--- src/rtl/mano_io_pkg.sv ---
// Shared constants for the Mano multi-channel I/O and interrupt unit:
// interrupt FSM encodings, flag reset values and arbitration modes.
package mano_io_pkg;

    typedef enum logic [0:0] {
        IRQ_IDLE = 1'b0,
        IRQ_ACK  = 1'b1
    } irq_state_e;

    // Plain constants mirror the enum so legacy code can use raw encodings
    localparam logic [0:0] ST_IDLE = 1'b0;
    localparam logic [0:0] ST_ACK  = 1'b1;

    localparam logic FGI_RST = 1'b0;
    localparam logic FGO_RST = 1'b1;

    localparam int ARB_FIXED = 0;
    localparam int ARB_RR    = 1;

endpackage

--- src/rtl/mano_io_intr_if.sv ---
// Control-path strobes and device handshakes of the Mano I/O unit.
// The slave modport is the unit itself; master is the core/device side.
interface mano_io_intr_if #(
    parameter int DATA_W = 8,
    parameter int NCH    = 4,
    parameter int CH_W   = $clog2(NCH)
);
    logic [NCH-1:0]        dev_in_valid;
    logic [NCH*DATA_W-1:0] dev_in_data;
    logic [NCH-1:0]        dev_in_ready;
    logic [NCH-1:0]        dev_out_valid;
    logic [NCH*DATA_W-1:0] dev_out_data;
    logic [NCH-1:0]        dev_out_ready;
    logic [CH_W-1:0]       cs_ch_sel;
    logic                  cs_inp;
    logic                  cs_out;
    logic [DATA_W-1:0]     cs_out_data;
    logic                  cs_msk_ld;
    logic                  cs_ion;
    logic                  cs_iof;
    logic                  cs_t0;
    logic                  cs_r_clr;
    logic [DATA_W-1:0]     inp_data;
    logic                  fgi_sel;
    logic                  fgo_sel;
    logic                  r_flag;
    logic                  ien_flag;
    logic [CH_W-1:0]       int_vec;
    logic                  out_ovr;

    modport master (
        output dev_in_valid, dev_in_data, dev_out_ready, cs_ch_sel, cs_inp,
               cs_out, cs_out_data, cs_msk_ld, cs_ion, cs_iof, cs_t0, cs_r_clr,
        input  dev_in_ready, dev_out_valid, dev_out_data, inp_data, fgi_sel,
               fgo_sel, r_flag, ien_flag, int_vec, out_ovr
    );

    modport slave (
        input  dev_in_valid, dev_in_data, dev_out_ready, cs_ch_sel, cs_inp,
               cs_out, cs_out_data, cs_msk_ld, cs_ion, cs_iof, cs_t0, cs_r_clr,
        output dev_in_ready, dev_out_valid, dev_out_data, inp_data, fgi_sel,
               fgo_sel, r_flag, ien_flag, int_vec, out_ovr
    );
endinterface

--- src/rtl/mano_io_arb.sv ---
// Priority arbiter: lowest pending index (fixed) or search starting one
// past the previous grant with wrap-around (round-robin).
module mano_io_arb
    import mano_io_pkg::*;
#(
    parameter int NCH  = 4,
    parameter int CH_W = $clog2(NCH),
    parameter int RR   = ARB_FIXED
) (
    input  logic [NCH-1:0]  req,
    input  logic [CH_W-1:0] last_grant,
    output logic [CH_W-1:0] grant,
    output logic            any
);
    localparam int unsigned NCH_U = NCH;

    assign any = |req;

    always_comb begin
        logic        found;
        int unsigned idx;
        found = 1'b0;
        idx   = 0;
        grant = '0;
        for (int i = 0; i < NCH; i++) begin
            if (RR == ARB_RR)
                idx = (32'(last_grant) + 32'(i) + 32'd1) % NCH_U;
            else
                idx = 32'(i);
            if (!found && req[idx[CH_W-1:0]]) begin
                found = 1'b1;
                grant = idx[CH_W-1:0];
            end
        end
    end
endmodule

--- src/rtl/mano_io_intr.sv ---
// NCH-channel generalisation of the Mano INPR/OUTR/FGI/FGO/IEN/R path:
// per-channel buffers and flags, interrupt mask, and an R-flag FSM.
module mano_io_intr
    import mano_io_pkg::*;
#(
    parameter int DATA_W = 8,
    parameter int NCH    = 4,
    parameter int CH_W   = $clog2(NCH),
    parameter int RR     = ARB_FIXED
) (
    input logic          mclk,
    input logic          mrst,
    mano_io_intr_if.slave bus
);
    logic [DATA_W-1:0] inpr_reg [NCH];
    logic [DATA_W-1:0] outr_reg [NCH];
    logic [NCH-1:0]    fgi_reg;
    logic [NCH-1:0]    fgo_reg;
    logic [NCH-1:0]    msk_reg;
    logic              ien_reg;
    logic [0:0]        state_reg;
    logic [CH_W-1:0]   int_vec_reg;
    logic [CH_W-1:0]   last_grant_reg;
    logic              out_ovr_reg;

    logic              sel_ok;
    logic [NCH-1:0]    pend;
    logic [CH_W-1:0]   grant;
    logic              any_pend;

    // Channel selects beyond NCH address nothing (only reachable for non-power-of-2 NCH)
    assign sel_ok = (32'(bus.cs_ch_sel) < NCH);

    assign pend          = msk_reg & (fgi_reg | fgo_reg);
    assign bus.dev_in_ready  = ~fgi_reg;
    assign bus.dev_out_valid = ~fgo_reg;
    assign bus.inp_data  = sel_ok ? inpr_reg[bus.cs_ch_sel] : '0;
    assign bus.fgi_sel   = sel_ok & fgi_reg[bus.cs_ch_sel];
    assign bus.fgo_sel   = sel_ok & fgo_reg[bus.cs_ch_sel];
    assign bus.r_flag    = (state_reg == ST_ACK);
    assign bus.ien_flag  = ien_reg;
    assign bus.int_vec   = int_vec_reg;
    assign bus.out_ovr   = out_ovr_reg;

    genvar gi;
    generate
        for (gi = 0; gi < NCH; gi++) begin : g_ch
            logic hit;
            assign hit = sel_ok && (bus.cs_ch_sel == CH_W'(gi));
            assign bus.dev_out_data[gi*DATA_W +: DATA_W] = outr_reg[gi];

            always_ff @(posedge mclk) begin
                if (mrst) begin
                    inpr_reg[gi] <= '0;
                    fgi_reg[gi]  <= FGI_RST;
                end else if (bus.dev_in_valid[gi] && !fgi_reg[gi]) begin
                    inpr_reg[gi] <= bus.dev_in_data[gi*DATA_W +: DATA_W];
                    fgi_reg[gi]  <= 1'b1;
                end else if (bus.cs_inp && hit) begin
                    fgi_reg[gi]  <= 1'b0;
                end
            end

            // CPU write and device handshake are exclusive: they need opposite FGO
            always_ff @(posedge mclk) begin
                if (mrst) begin
                    outr_reg[gi] <= '0;
                    fgo_reg[gi]  <= FGO_RST;
                end else if (bus.cs_out && hit && fgo_reg[gi]) begin
                    outr_reg[gi] <= bus.cs_out_data;
                    fgo_reg[gi]  <= 1'b0;
                end else if (!fgo_reg[gi] && bus.dev_out_ready[gi]) begin
                    fgo_reg[gi]  <= 1'b1;
                end
            end
        end
    endgenerate

    mano_io_arb #(.NCH(NCH), .CH_W(CH_W), .RR(RR)) u_arb (
        .req        (pend),
        .last_grant (last_grant_reg),
        .grant      (grant),
        .any        (any_pend)
    );

    always_ff @(posedge mclk) begin
        if (mrst) begin
            msk_reg     <= '0;
            ien_reg     <= 1'b0;
            out_ovr_reg <= 1'b0;
        end else begin
            if (bus.cs_msk_ld)
                msk_reg <= bus.cs_out_data[NCH-1:0];
            if (bus.cs_r_clr || bus.cs_iof)
                ien_reg <= 1'b0;
            else if (bus.cs_ion)
                ien_reg <= 1'b1;
            out_ovr_reg <= bus.cs_out && sel_ok && !fgo_reg[bus.cs_ch_sel];
        end
    end

    // R flag: grant captured once at the boundary and frozen until the cycle ends
    always_ff @(posedge mclk) begin
        if (mrst) begin
            state_reg      <= ST_IDLE;
            int_vec_reg    <= '0;
            last_grant_reg <= CH_W'(NCH - 1);
        end else if (state_reg == ST_IDLE) begin
            if (bus.cs_t0 && ien_reg && any_pend) begin
                state_reg      <= ST_ACK;
                int_vec_reg    <= grant;
                last_grant_reg <= grant;
            end
        end else if (bus.cs_r_clr) begin
            state_reg <= ST_IDLE;
        end
    end
endmodule

--- src/flat_wrapper.sv ---
// flat-port wrapper written by rule: the top's interface ports become plain ports
module mano_io_intr_flat import mano_io_pkg::*;
#(
    parameter int DATA_W = 8,
    parameter int NCH    = 4,
    parameter int CH_W   = $clog2(NCH),
    parameter int RR     = ARB_FIXED
)
  (mclk, mrst, bus_dev_in_valid, bus_dev_in_data, bus_dev_out_ready, bus_cs_ch_sel, bus_cs_inp, bus_cs_out, bus_cs_out_data, bus_cs_msk_ld, bus_cs_ion, bus_cs_iof, bus_cs_t0, bus_cs_r_clr, bus_dev_in_ready, bus_dev_out_valid, bus_dev_out_data, bus_inp_data, bus_fgi_sel, bus_fgo_sel, bus_r_flag, bus_ien_flag, bus_int_vec, bus_out_ovr);
  mano_io_intr_if #(.DATA_W(DATA_W), .NCH(NCH), .CH_W(CH_W)) bus_i ();
  input logic mclk;
  input logic mrst;
  input wire logic [$bits(bus_i.dev_in_valid)-1:0] bus_dev_in_valid;
  input wire logic [$bits(bus_i.dev_in_data)-1:0] bus_dev_in_data;
  input wire logic [$bits(bus_i.dev_out_ready)-1:0] bus_dev_out_ready;
  input wire logic [$bits(bus_i.cs_ch_sel)-1:0] bus_cs_ch_sel;
  input wire logic [$bits(bus_i.cs_inp)-1:0] bus_cs_inp;
  input wire logic [$bits(bus_i.cs_out)-1:0] bus_cs_out;
  input wire logic [$bits(bus_i.cs_out_data)-1:0] bus_cs_out_data;
  input wire logic [$bits(bus_i.cs_msk_ld)-1:0] bus_cs_msk_ld;
  input wire logic [$bits(bus_i.cs_ion)-1:0] bus_cs_ion;
  input wire logic [$bits(bus_i.cs_iof)-1:0] bus_cs_iof;
  input wire logic [$bits(bus_i.cs_t0)-1:0] bus_cs_t0;
  input wire logic [$bits(bus_i.cs_r_clr)-1:0] bus_cs_r_clr;
  output wire logic [$bits(bus_i.dev_in_ready)-1:0] bus_dev_in_ready;
  output wire logic [$bits(bus_i.dev_out_valid)-1:0] bus_dev_out_valid;
  output wire logic [$bits(bus_i.dev_out_data)-1:0] bus_dev_out_data;
  output wire logic [$bits(bus_i.inp_data)-1:0] bus_inp_data;
  output wire logic [$bits(bus_i.fgi_sel)-1:0] bus_fgi_sel;
  output wire logic [$bits(bus_i.fgo_sel)-1:0] bus_fgo_sel;
  output wire logic [$bits(bus_i.r_flag)-1:0] bus_r_flag;
  output wire logic [$bits(bus_i.ien_flag)-1:0] bus_ien_flag;
  output wire logic [$bits(bus_i.int_vec)-1:0] bus_int_vec;
  output wire logic [$bits(bus_i.out_ovr)-1:0] bus_out_ovr;
  assign bus_i.dev_in_valid = bus_dev_in_valid;
  assign bus_i.dev_in_data = bus_dev_in_data;
  assign bus_i.dev_out_ready = bus_dev_out_ready;
  assign bus_i.cs_ch_sel = bus_cs_ch_sel;
  assign bus_i.cs_inp = bus_cs_inp;
  assign bus_i.cs_out = bus_cs_out;
  assign bus_i.cs_out_data = bus_cs_out_data;
  assign bus_i.cs_msk_ld = bus_cs_msk_ld;
  assign bus_i.cs_ion = bus_cs_ion;
  assign bus_i.cs_iof = bus_cs_iof;
  assign bus_i.cs_t0 = bus_cs_t0;
  assign bus_i.cs_r_clr = bus_cs_r_clr;
  assign bus_dev_in_ready = bus_i.dev_in_ready;
  assign bus_dev_out_valid = bus_i.dev_out_valid;
  assign bus_dev_out_data = bus_i.dev_out_data;
  assign bus_inp_data = bus_i.inp_data;
  assign bus_fgi_sel = bus_i.fgi_sel;
  assign bus_fgo_sel = bus_i.fgo_sel;
  assign bus_r_flag = bus_i.r_flag;
  assign bus_ien_flag = bus_i.ien_flag;
  assign bus_int_vec = bus_i.int_vec;
  assign bus_out_ovr = bus_i.out_ovr;
  mano_io_intr #(.DATA_W(DATA_W), .NCH(NCH), .CH_W(CH_W), .RR(RR)) u_core (.mclk(mclk), .mrst(mrst), .bus(bus_i));
endmodule
--- config.mk ---
export PLATFORM = sky130hd
export DESIGN_NAME = mano_io_intr_flat
export DESIGN_NICKNAME = d
export VERILOG_FILES = /design/src/rtl/mano_io_pkg.sv /design/src/rtl/mano_io_intr_if.sv /design/src/rtl/mano_io_arb.sv /design/src/rtl/mano_io_intr.sv /design/src/flat_wrapper.sv
export SDC_FILE = /design/constraint.sdc
export NUM_CORES = 1
export LEC_CHECK = 0
export CAP_MARGIN = 20
export CORE_ASPECT_RATIO = 1.5
export CORE_MARGIN = 2
export CORE_UTILIZATION = 46
export CTS_CLUSTER_SIZE = 14
export DETAILED_ROUTE_END_ITERATION = 10
export GPL_ROUTABILITY_DRIVEN = 1
export PLACE_DENSITY = 0.79
export REMOVE_ABC_BUFFERS = 1
export SKIP_LAST_GASP = 1
export SLEW_MARGIN = 40
export SYNTH_ARGS = -nofsm -noshare
export SYNTH_HDL_FRONTEND = slang
export SYNTH_SLANG_ARGS = --single-unit
--- constraint.sdc ---
create_clock -name mclk -period 2.1 [get_ports mclk]
set_clock_uncertainty 0.2 [all_clocks]
set_input_delay 0.42 -clock mclk [delete_from_list [all_inputs] [get_ports mclk]]
set_output_delay 0.42 -clock mclk [all_outputs]
set_load 0.03 [all_outputs]
==> flow_summary.ini, run 1 <==
[finish]
fillCellCount = 563
final_cell_area_mm2 = 0.005022
area_growth_syn_to_layout_pct = 45.86
drive_above_1_share_pct = 16.41
seqCellArea_mm2 = 0.002262
diodes = 0
multiInputGateArea_mm2 = 0.001090
fin_nets = 438

[outcome]
status = finished clean

[sta]
whs_ns = 0.2868
slew_headroom_pct = 67.60
post-route-period-util_pct = 98.62
hold_viol_final = 0
fmax_ghz = 0.4829
tightest_slew_ns = 0.4841
period_minus_slack_ns = 2.071
maxSlewViolCount = 0
rsz0062_at_grt = false
setup_viol = 0
setup_tns_ns = 0

[drt]
wl_met2_mm = 4.582
drt-pass1-iter-count = 4
routed_wl_mm = 7.789
top_layer_used = met4
drt_iter0_drc = 162
antenna_left = 0
drc = 0
routedWlPerCell_um = 16.09
wl_met1_mm = 2.674
wl_met3_um = 417
vias_per_cell = 4.857
num_vias = 2351

[placed_design]
place_congestion = 0.8173
dpl-instance-area_mm2 = 0.004880
io_buffers = 113
place_hpwl_mm = 6.089

[power]
irDropWorstVdd_mv = 0.4821
power.leakage_uw = 0.001971
p_per_area_mw_per_mm2 = 686.4

[logic_synthesis]
avgSynthCellArea_um2 = 14.23
synth-seq-area-share_pct = 65.70
syn_area_mm2 = 0.003443
ys_seq_elements = 81
yosysWarningCount = 0
synth_cells = 242
ys_types = 31

[clock_tree]
h-tree-depth = 3
clkTransAtPathRegs_ns = 0.07
cts_tree = done
clkSinkCount = 81
clk_path_buf_depth = 2
cts_root_buf = clkbuf_8
postCtsHoldBufs = 0
cts_buffers = 9
clock_latency_ns = 0.35

[setup_path]
regToRegSetupSlack_ns = 0.60
slowest_delay_ns = 0.52
r2r_end = u_core.outr_reg[0][0]$_SDFFCE_PN0P_
critPathArrivalTime_ns = 1.45
worst_path_max_delay_cell = mux4_2
cp_max_fo = 16
r2r_start = u_core.fgo_reg[0]$_SDFFE_PP1P_
crit_chain = clkdlybuf4s15_2 > buf_12 > mux4_2 > buf_6
reg2reg_depth = 4
start_kind = primary input
crit_family = multiplexers
crit_buf_inv = 3
critical_path_class = primary input to output pin
cp.required_ns = 1.48
cp-end-kind = output pin

[flow_run]
cap_violations = 0

[worst_hold_path]
hp-start = u_core.bus.int_vec[0]$_SDFFE_PP0P_
whs_endpoint = u_core.bus.int_vec[0]$_SDFFE_PP0P_
hold_path.class = flip-flop to flip-flop
holdPathStages = 2

[floorplan]
die_h_um = 110.0
die-area_mm2 = 0.008208
core_mm2 = 0.007227
initial_utilization_pct = 47.65
num_rows = 38
die_x_um = 74.64
ioPinCount = 114

[global_routing]
grt_pass1_wl_mm = 12.25
grt_max_degree = 34
track_usage_pct = 21.25
grt_remaining_overflow = 0
grt_antenna_before_repair = 0
grt_pass1_vias = 2465
tightest hold or removal path, delay by kind of cell, from the launching register on:
kind / cells / cell delay, ns
AO/OA/AOI/OAI: 1 / 0.06
buffers and inverters: 1 / 0.05
flip-flops: 1 / 0.32
report_power, final:
part           leakage (uW)  internal (uW)  switching, uW
Combinational       0.00107            309            315
Sequential         0.000824           1830           37.6
Clock             0.0000778            423            529
per-stage QoR:
step	instances	setup WS (ns)	total power (uW)	util, %
after global routing	484	0.002110	3603	69.49
after floorplan	234	0.4637	2183	-
after detailed placement	468	-0.7797	2550	67.52
final	484	0.02900	3447	69.49
after global placement	468	-0.7734	2534	67.52
after CTS	485	0.009267	3480	69.49
cells by family (layout without fill, tap and decap cells):
logic type / after synthesis / in the layout / share of synthesized area [%]
AO/OA/AOI/OAI: 24 / 24 / 4.615
buffers and inverters: 19 / 161 / 2.652
flip-flops: 81 / 81 / 65.70
AND/OR/NAND/NOR: 104 / 104 / 19.33
multiplexers: 14 / 14 / 7.704
placed cells by master, fill, tap and decap left out, drive strengths merged, types with 2 or more instances in the layout:
cell and instances:
clkbuf 12, o21ai 7, and2 64, nand2b 13
mux4 10, mux2i 4, nor2 13, clkinv 3
inv 11, dfxtp 17, dlygate4sd2 4, dlymetal6s2s 3
clkdlybuf4s50 94, o21a 4, a21oi 5, buf 32
nor3 5, edfxtp 64, nand2 2, a31o 2
nor4 4, a221oi 2
cells in the mapped netlist:
library cell	number	share of area [%]
nand2b_1	13	2.4
o21ai_0	7	1.0
mux4_2	10	6.5
buf_4	2	0.44
nor4_4	3	1.9
o21a_1	4	0.87
nor3_1	4	0.58
clkbuf_2	1	0.15
dfxtp_1	17	9.9
inv_1	10	1.1
and3b_1	1	0.25
nor2_1	13	1.4
nor4_1	1	0.18
buf_6	1	0.33
o21bai_1	1	0.22
nor3b_2	1	0.36
and2_1	64	12
nand2_1	2	0.22
a221oi_1	2	0.51
a41o_1	1	0.29
edfxtp_1	64	56
a21oi_1	5	0.73
nor3_2	1	0.29
o41ai_1	1	0.25
nor2b_1	1	0.18
buf_1	1	0.11
a21o_1	1	0.22
inv_2	1	0.11
buf_2	3	0.44
a31o_2	2	0.51
mux2i_1	4	1.2
cell type report:
class	instances	area share, %
Tap cell	100	2.491
Clock buffer	12	2.691
Sequential cell	81	45.04
Multi-Input combinational cell	142	21.70
Timing Repair Buffer	134	26.83
Clock inverter	4	0.4235
Inverter	11	0.8221
layer usage:
metal / up-vias / global-route usage, %
met5: - / 0
met4: 0 / 8.291
met3: 8 / 7.058
met2: 88 / 39.76
met1: 1115 / 20.88
li1: 1140 / -
worst max-delay path by stage:
stage	start	to	slack (ns)	cells after the start
3_5_place_dp	bus_cs_ch_sel[0]	bus_fgo_sel	-0.78	4
3_3_place_gp	bus_cs_ch_sel[0]	bus_fgo_sel	-0.77	4
4_1_cts	bus_cs_ch_sel[1]	bus_fgo_sel	0.009	5
2_1_floorplan	bus_cs_ch_sel[0]	bus_fgo_sel	0.46	1
6_report	bus_cs_ch_sel[1]	bus_fgi_sel	0.03	4
5_1_grt	u_core.fgi_reg[0]$_SDFFE_PP0P_	bus_dev_in_ready[0]	0.002	2
repair_timing:
| item | in CTS | in global routing |
|---|---|---|
| gates resized for setup | 61 | 3 |
| pin swaps | 0 | 0 |
| setup buffers | 1 | 0 |
| setup endpoints to repair | 14 | 4 |
| gates cloned | 1 | 0 |
(Power assumes the default switching activity.)
==> run 2: changes to the inputs <==
Settings changed: CORE_UTILIZATION 46 to 62, DONT_BUFFER_PORTS set to 1, PLACE_DENSITY 0.79 to 0.77.
==> run 2 against run 1 <==
  * Sequential share of layout area is 15 points higher
  * Fmax is 4.6% higher
  * Non-clock buffer count down 125
  * Clock-buffer cell count down 1
  * First-iteration DRC count is 2.5% higher
  * Final area fell by 25%
  * Global-route usage is 1.9 points higher
  * Highest routed layer unchanged
==> flow_summary.ini, run 2 (synthesis results as in run 1) <==
[drt]
routedWlPerCell_um = 20.04
antenna_left = 0
vias_per_cell = 5.754
drt-pass1-iter-count = 4
routed_wl_mm = 6.592
drt_iter0_drc = 166
num_vias = 1893
drc = 0

[setup_path]
start_kind = flip-flop
crit_buf_inv = 0
worst_path_max_delay_cell = mux4_2
crit_chain = mux4_2
cp_max_fo = 1
critPathArrivalTime_ns = 1.36
cp.required_ns = 1.48
crit_cells = 1
slowest_delay_ns = 0.60
crit_start = u_core.inpr_reg[3][0]$_SDFFCE_PN0P_
cp-end-kind = output pin
reg2reg_depth = 3
critical_path_class = flip-flop to output pin
crit_family = multiplexers
r2r_start = u_core.fgo_reg[1]$_SDFFE_PP1P_

[power]
p_per_area_mw_per_mm2 = 879.2
power.leakage_uw = 0.001423
p_comb_share_pct = 7.9
irDropWorstVdd_mv = 0.5621
sequentialPowerShare_pct = 59.1
power_uw = 3303
power_frac_clock_pct = 33.0
p_sw_uw = 820.7
netSwitchingFraction_pct = 24.85
p_int_uw = 2482

[placed_design]
io_buffers = 0
place_hpwl_mm = 4.768
place_congestion = 0.8042

[global_routing]
use_met2_pct = 42.61
grt_pass1_wl_mm = 9.991
grt_util_met1_pct = 22.81
top_usage_layer = met2
use_met3_pct = 7.320
grt_antenna_before_repair = 0
track_usage_pct = 23.12
grt_max_degree = 21
grt_pass1_vias = 1891
grt_remaining_overflow = 0

[finish]
fin_nets = 313
drive_above_1_share_pct = 12.74
area_growth_syn_to_layout_pct = 9.084
seqCellArea_mm2 = 0.002262
layout_common_cells = 64 x and2_1, 64 x edfxtp_1, 17 x dfxtp_1, 13 x nand2b_1, 13 x nor2_1
fillCellCount = 379
multiInputGateArea_mm2 = 0.001090
diodes = 0

[clock_tree]
clkTransAtPathRegs_ns = 0.08
clk_path_buf_depth = 2
cts_tree = done
cts_buffers = 9
cts_root_buf = clkbuf_8
h-tree-depth = 3
clock_latency_ns = 0.36
clkSinkCount = 81

[sta]
period_minus_slack_ns = 1.981
fmax_ghz = 0.5049
setup_viol = 0
slew_headroom_pct = 62.60
post-route-period-util_pct = 94.32
setup_tns_ns = 0
hold_viol_final = 0
rsz0062_at_grt = false
tightest_slew_ns = 0.5592
maxSlewViolCount = 0

[floorplan]
initial_utilization_pct = 63.66
core_mm2 = 0.005409
die_h_um = 95.27
die_x_um = 64.85
die-area_mm2 = 0.006178
ioPinCount = 114
num_rows = 33

[flow_run]
cap_violations = 0

[worst_hold_path]
hp-start = bus_dev_out_ready[2]
holdPathStages = 2
hold_path.class = primary input to flip-flop

[outcome]
status = finished clean
[run 2: changes by cell type in the layout (fill, tap and decap cells not counted), moves of 3 or more]
cell             delta
buf_4              -14
buf_12              -6
buf_2               -8
dlygate4sd3_1       +8
dlygate4sd2_1       -4
dlymetal6s2s_1      -3
clkdlybuf4s50_1    -94
[run 2: final timing paths]
check / endpoint / slack, ns
worst min register to register: u_core.msk_reg[2]$_SDFFE_PP0P_ / 0.31
worst max register to register: u_core.outr_reg[0][12]$_SDFFCE_PN0P_ / 0.39
worst min-delay path: u_core.fgo_reg[2]$_SDFFE_PP1P_ / 0.006
worst max-delay path: bus_inp_data[0] / 0.12
[run 2: power groups by stage]
stage | clock network [uW] | registers [uW] | logic, uW
6_report | 1090 | 1950 | 260
5_1_grt | 1150 | 1960 | 281
4_1_cts | 1090 | 1950 | 264
3_5_place_dp | 0 | 1990 | 250
3_3_place_gp | 0 | 1980 | 246
2_1_floorplan | 0 | 1970 | 214
[run 2: routing by layer]
layer	share of wire, %	vias up
met5	0	-
met4	2.1	0
met3	7.9	15
met2	55	96
met1	34	893
li1	-	889
[run 2: cell type report]
cell class                      instances  area share (%)
Clock inverter                          5           1.499
Clock buffer                           11           3.498
Sequential cell                        81           60.23
Timing Repair Buffer                    9           2.332
Inverter                               11           1.099
Tap cell                               70           2.332
Multi-Input combinational cell        142           29.01
[run 2: metrics by stage]
stage	util, %	hold WS [ns]	worst slack (ns)	area (um^2)	instances
floorplan	-	0.2609	0.4637	3393	234
global placement	64.49	0.2743	0.4455	3488	305
detailed placement	64.49	0.2930	0.4342	3488	305
CTS	69.44	0.006748	0.1149	3756	329
global route	69.44	0.01028	0.05661	3756	329
finish	69.44	0.006250	0.1194	3756	329
[run 2: what timing repair did]
action	4_1_cts	5_1_grt
endpoints found under the setup margin	0	0
hold buffers	8	0
hold endpoints to repair	16	0
gates resized for setup	0	0
buffers inserted	0	0
==> run 3: changes to the inputs <==
Settings changed: CAP_MARGIN 20 to unset, CORE_MARGIN 2 to 3, MAX_ROUTING_LAYER set to met4.
==> run 3 against run 2 <==
  * First-iteration DRC count fell by 4.8%
  * Core utilization rose by 2.4 points
  * Non-clock buffer count fell by 2
  * Flip-flop and latch count did not move
  * Critical endpoint is now bus_fgo_sel
  * Largest power group unchanged
==> flow_summary.ini, run 3 (synthesis results as in run 1) <==
[setup_path]
reg2reg_depth = 3
slowest_delay_ns = 0.62
crit_family = multiplexers
critPathArrivalTime_ns = 1.34
start_kind = flip-flop
cp.required_ns = 1.48
worst_path_max_delay_cell = mux4_2
cp_max_fo = 5
crit_chain = mux4_2
crit_buf_inv = 0
critical_path_class = flip-flop to output pin
crit_cells = 1
cp-end-kind = output pin

[worst_hold_path]
holdPathStages = 2
hold_path.class = primary input to flip-flop

[global_routing]
grt_max_degree = 20
grt_antenna_before_repair = 0
grt_remaining_overflow = 0
grt_pass1_wl_mm = 10.68
grt_pass1_vias = 2039
track_usage_pct = 23.55

[clock_tree]
ctsResizeCount = 0
cts_setup_buffers = 0
cts_buffers = 9
clk_path_buf_depth = 2
clock_latency_ns = 0.35
h-tree-depth = 3
cts_root_buf = clkbuf_8
clkTransAtPathRegs_ns = 0.08
clkSinkCount = 81
cts_tree = done

[drt]
num_vias = 1964
antenna_left = 0
drc = 0
top_layer_used = met4
wl_met2_mm = 3.642
routedWlPerCell_um = 21.06
drt_iter0_drc = 158
drt-pass1-iter-count = 4
vias_per_cell = 6.043
wl_met3_um = 609
wl_met1_mm = 2.467
routed_wl_mm = 6.846

[sta]
rsz0062_at_grt = false
period_minus_slack_ns = 1.958
maxSlewViolCount = 0
setup_tns_ns = 0
setup_ws_ns = 0.1423
tightest_slew_ns = 0.6163
hold_viol_final = 0
slew_headroom_pct = 58.76
fmax_ghz = 0.5108
post-route-period-util_pct = 93.22
setup_viol = 0

[finish]
fin_nets = 311
area_growth_syn_to_layout_pct = 9.411
fin_cells = 325
diodes = 0
drive_above_1_share_pct = 13.23
layout_common_cells = 64 x and2_1, 64 x edfxtp_1, 17 x dfxtp_1, 13 x nand2b_1, 13 x nor2_1

[floorplan]
initial_utilization_pct = 65.65
num_rows = 32
core_mm2 = 0.005245
die-area_mm2 = 0.006502
ioPinCount = 114
die_h_um = 97.27
die_x_um = 66.85

[power]
irDropWorstVdd_mv = 0.5215
power.leakage_uw = 0.001419
p_per_area_mw_per_mm2 = 919.4

[placed_design]
io_buffers = 0
post-place-ws_ns = 0.4344
place_congestion = 0.8306
placed_cells = 303
place_hpwl_mm = 4.989

[flow_run]
cap_violations = 0

[outcome]
status = finished clean
-- run 3: cell count changes in the layout (fill, tap and decap cells not counted), sizes merged --
cell | previous run | this run
clkinvlp | 1 | 2
clkinv | 3 | 1
bufinv | 1 | 2
dlygate4sd3 | 8 | 6
-- run 3: worst reg2reg max path, cell delays in order, from the launching register on --
cell and delay (ns):
dfxtp_1 0.44, inv_1 0.25, nor4_4 0.53, and2_1 0.21
-- run 3: repair_timing --
| action | CTS | global route |
|---|---|---|
| endpoints found under the hold margin | 16 | 0 |
| endpoints found under the setup margin | 0 | 0 |
| hold buffers | 6 | 0 |
-- run 3: worst paths after layout --
path / startpoint / to / slack, ns
min reg2reg: u_core.msk_reg[0]$_SDFFE_PP0P_ / u_core.msk_reg[0]$_SDFFE_PP0P_ / 0.30
min: bus_dev_out_ready[0] / u_core.fgo_reg[0]$_SDFFE_PP1P_ / 0.007
max: u_core.fgo_reg[2]$_SDFFE_PP1P_ / bus_fgo_sel / 0.14
max reg2reg: u_core.fgo_reg[1]$_SDFFE_PP1P_ / u_core.outr_reg[0][13]$_SDFFCE_PN0P_ / 0.34
-- run 3: through the flow --
| stage | utilization [%] | power [uW] | hold slack [ns] | cell area (um^2) |
|---|---|---|---|---|
| final | 71.83 | 3464 | 0.007266 | 3767 |
| after global routing | 71.83 | 3576 | 0.02795 | 3767 |
| after CTS | 71.83 | 3469 | 0.002438 | 3767 |
| after detailed placement | 66.46 | 2243 | 0.2885 | 3486 |
| after global placement | 66.46 | 2231 | 0.2750 | 3486 |
| after floorplan | - | 2183 | 0.2609 | 3393 |
-- run 3: metal layers --
layer	track usage [%]	vias up
met5	-	-
li1	-	889
met1	26.29	955
met4	10.95	0
met3	6.250	11
met2	38.53	109
-- run 3: where the power goes --
| group | switching, uW | internal [uW] |
|---|---|---|
| clock | 547 | 700 |
| combinational | 171 | 95.5 |
| sequential | 112 | 1840 |
-- run 3: layout make-up --
cell class                 count  area [um^2]
inverter                      11        41.29
clock buffer                  11        141.4
clock inverter                 5        80.08
multi-input combinational    142         1090
tap                           68        85.08
fill                         339         1478
sequential                    81         2262
timing repair buffer           7        67.56
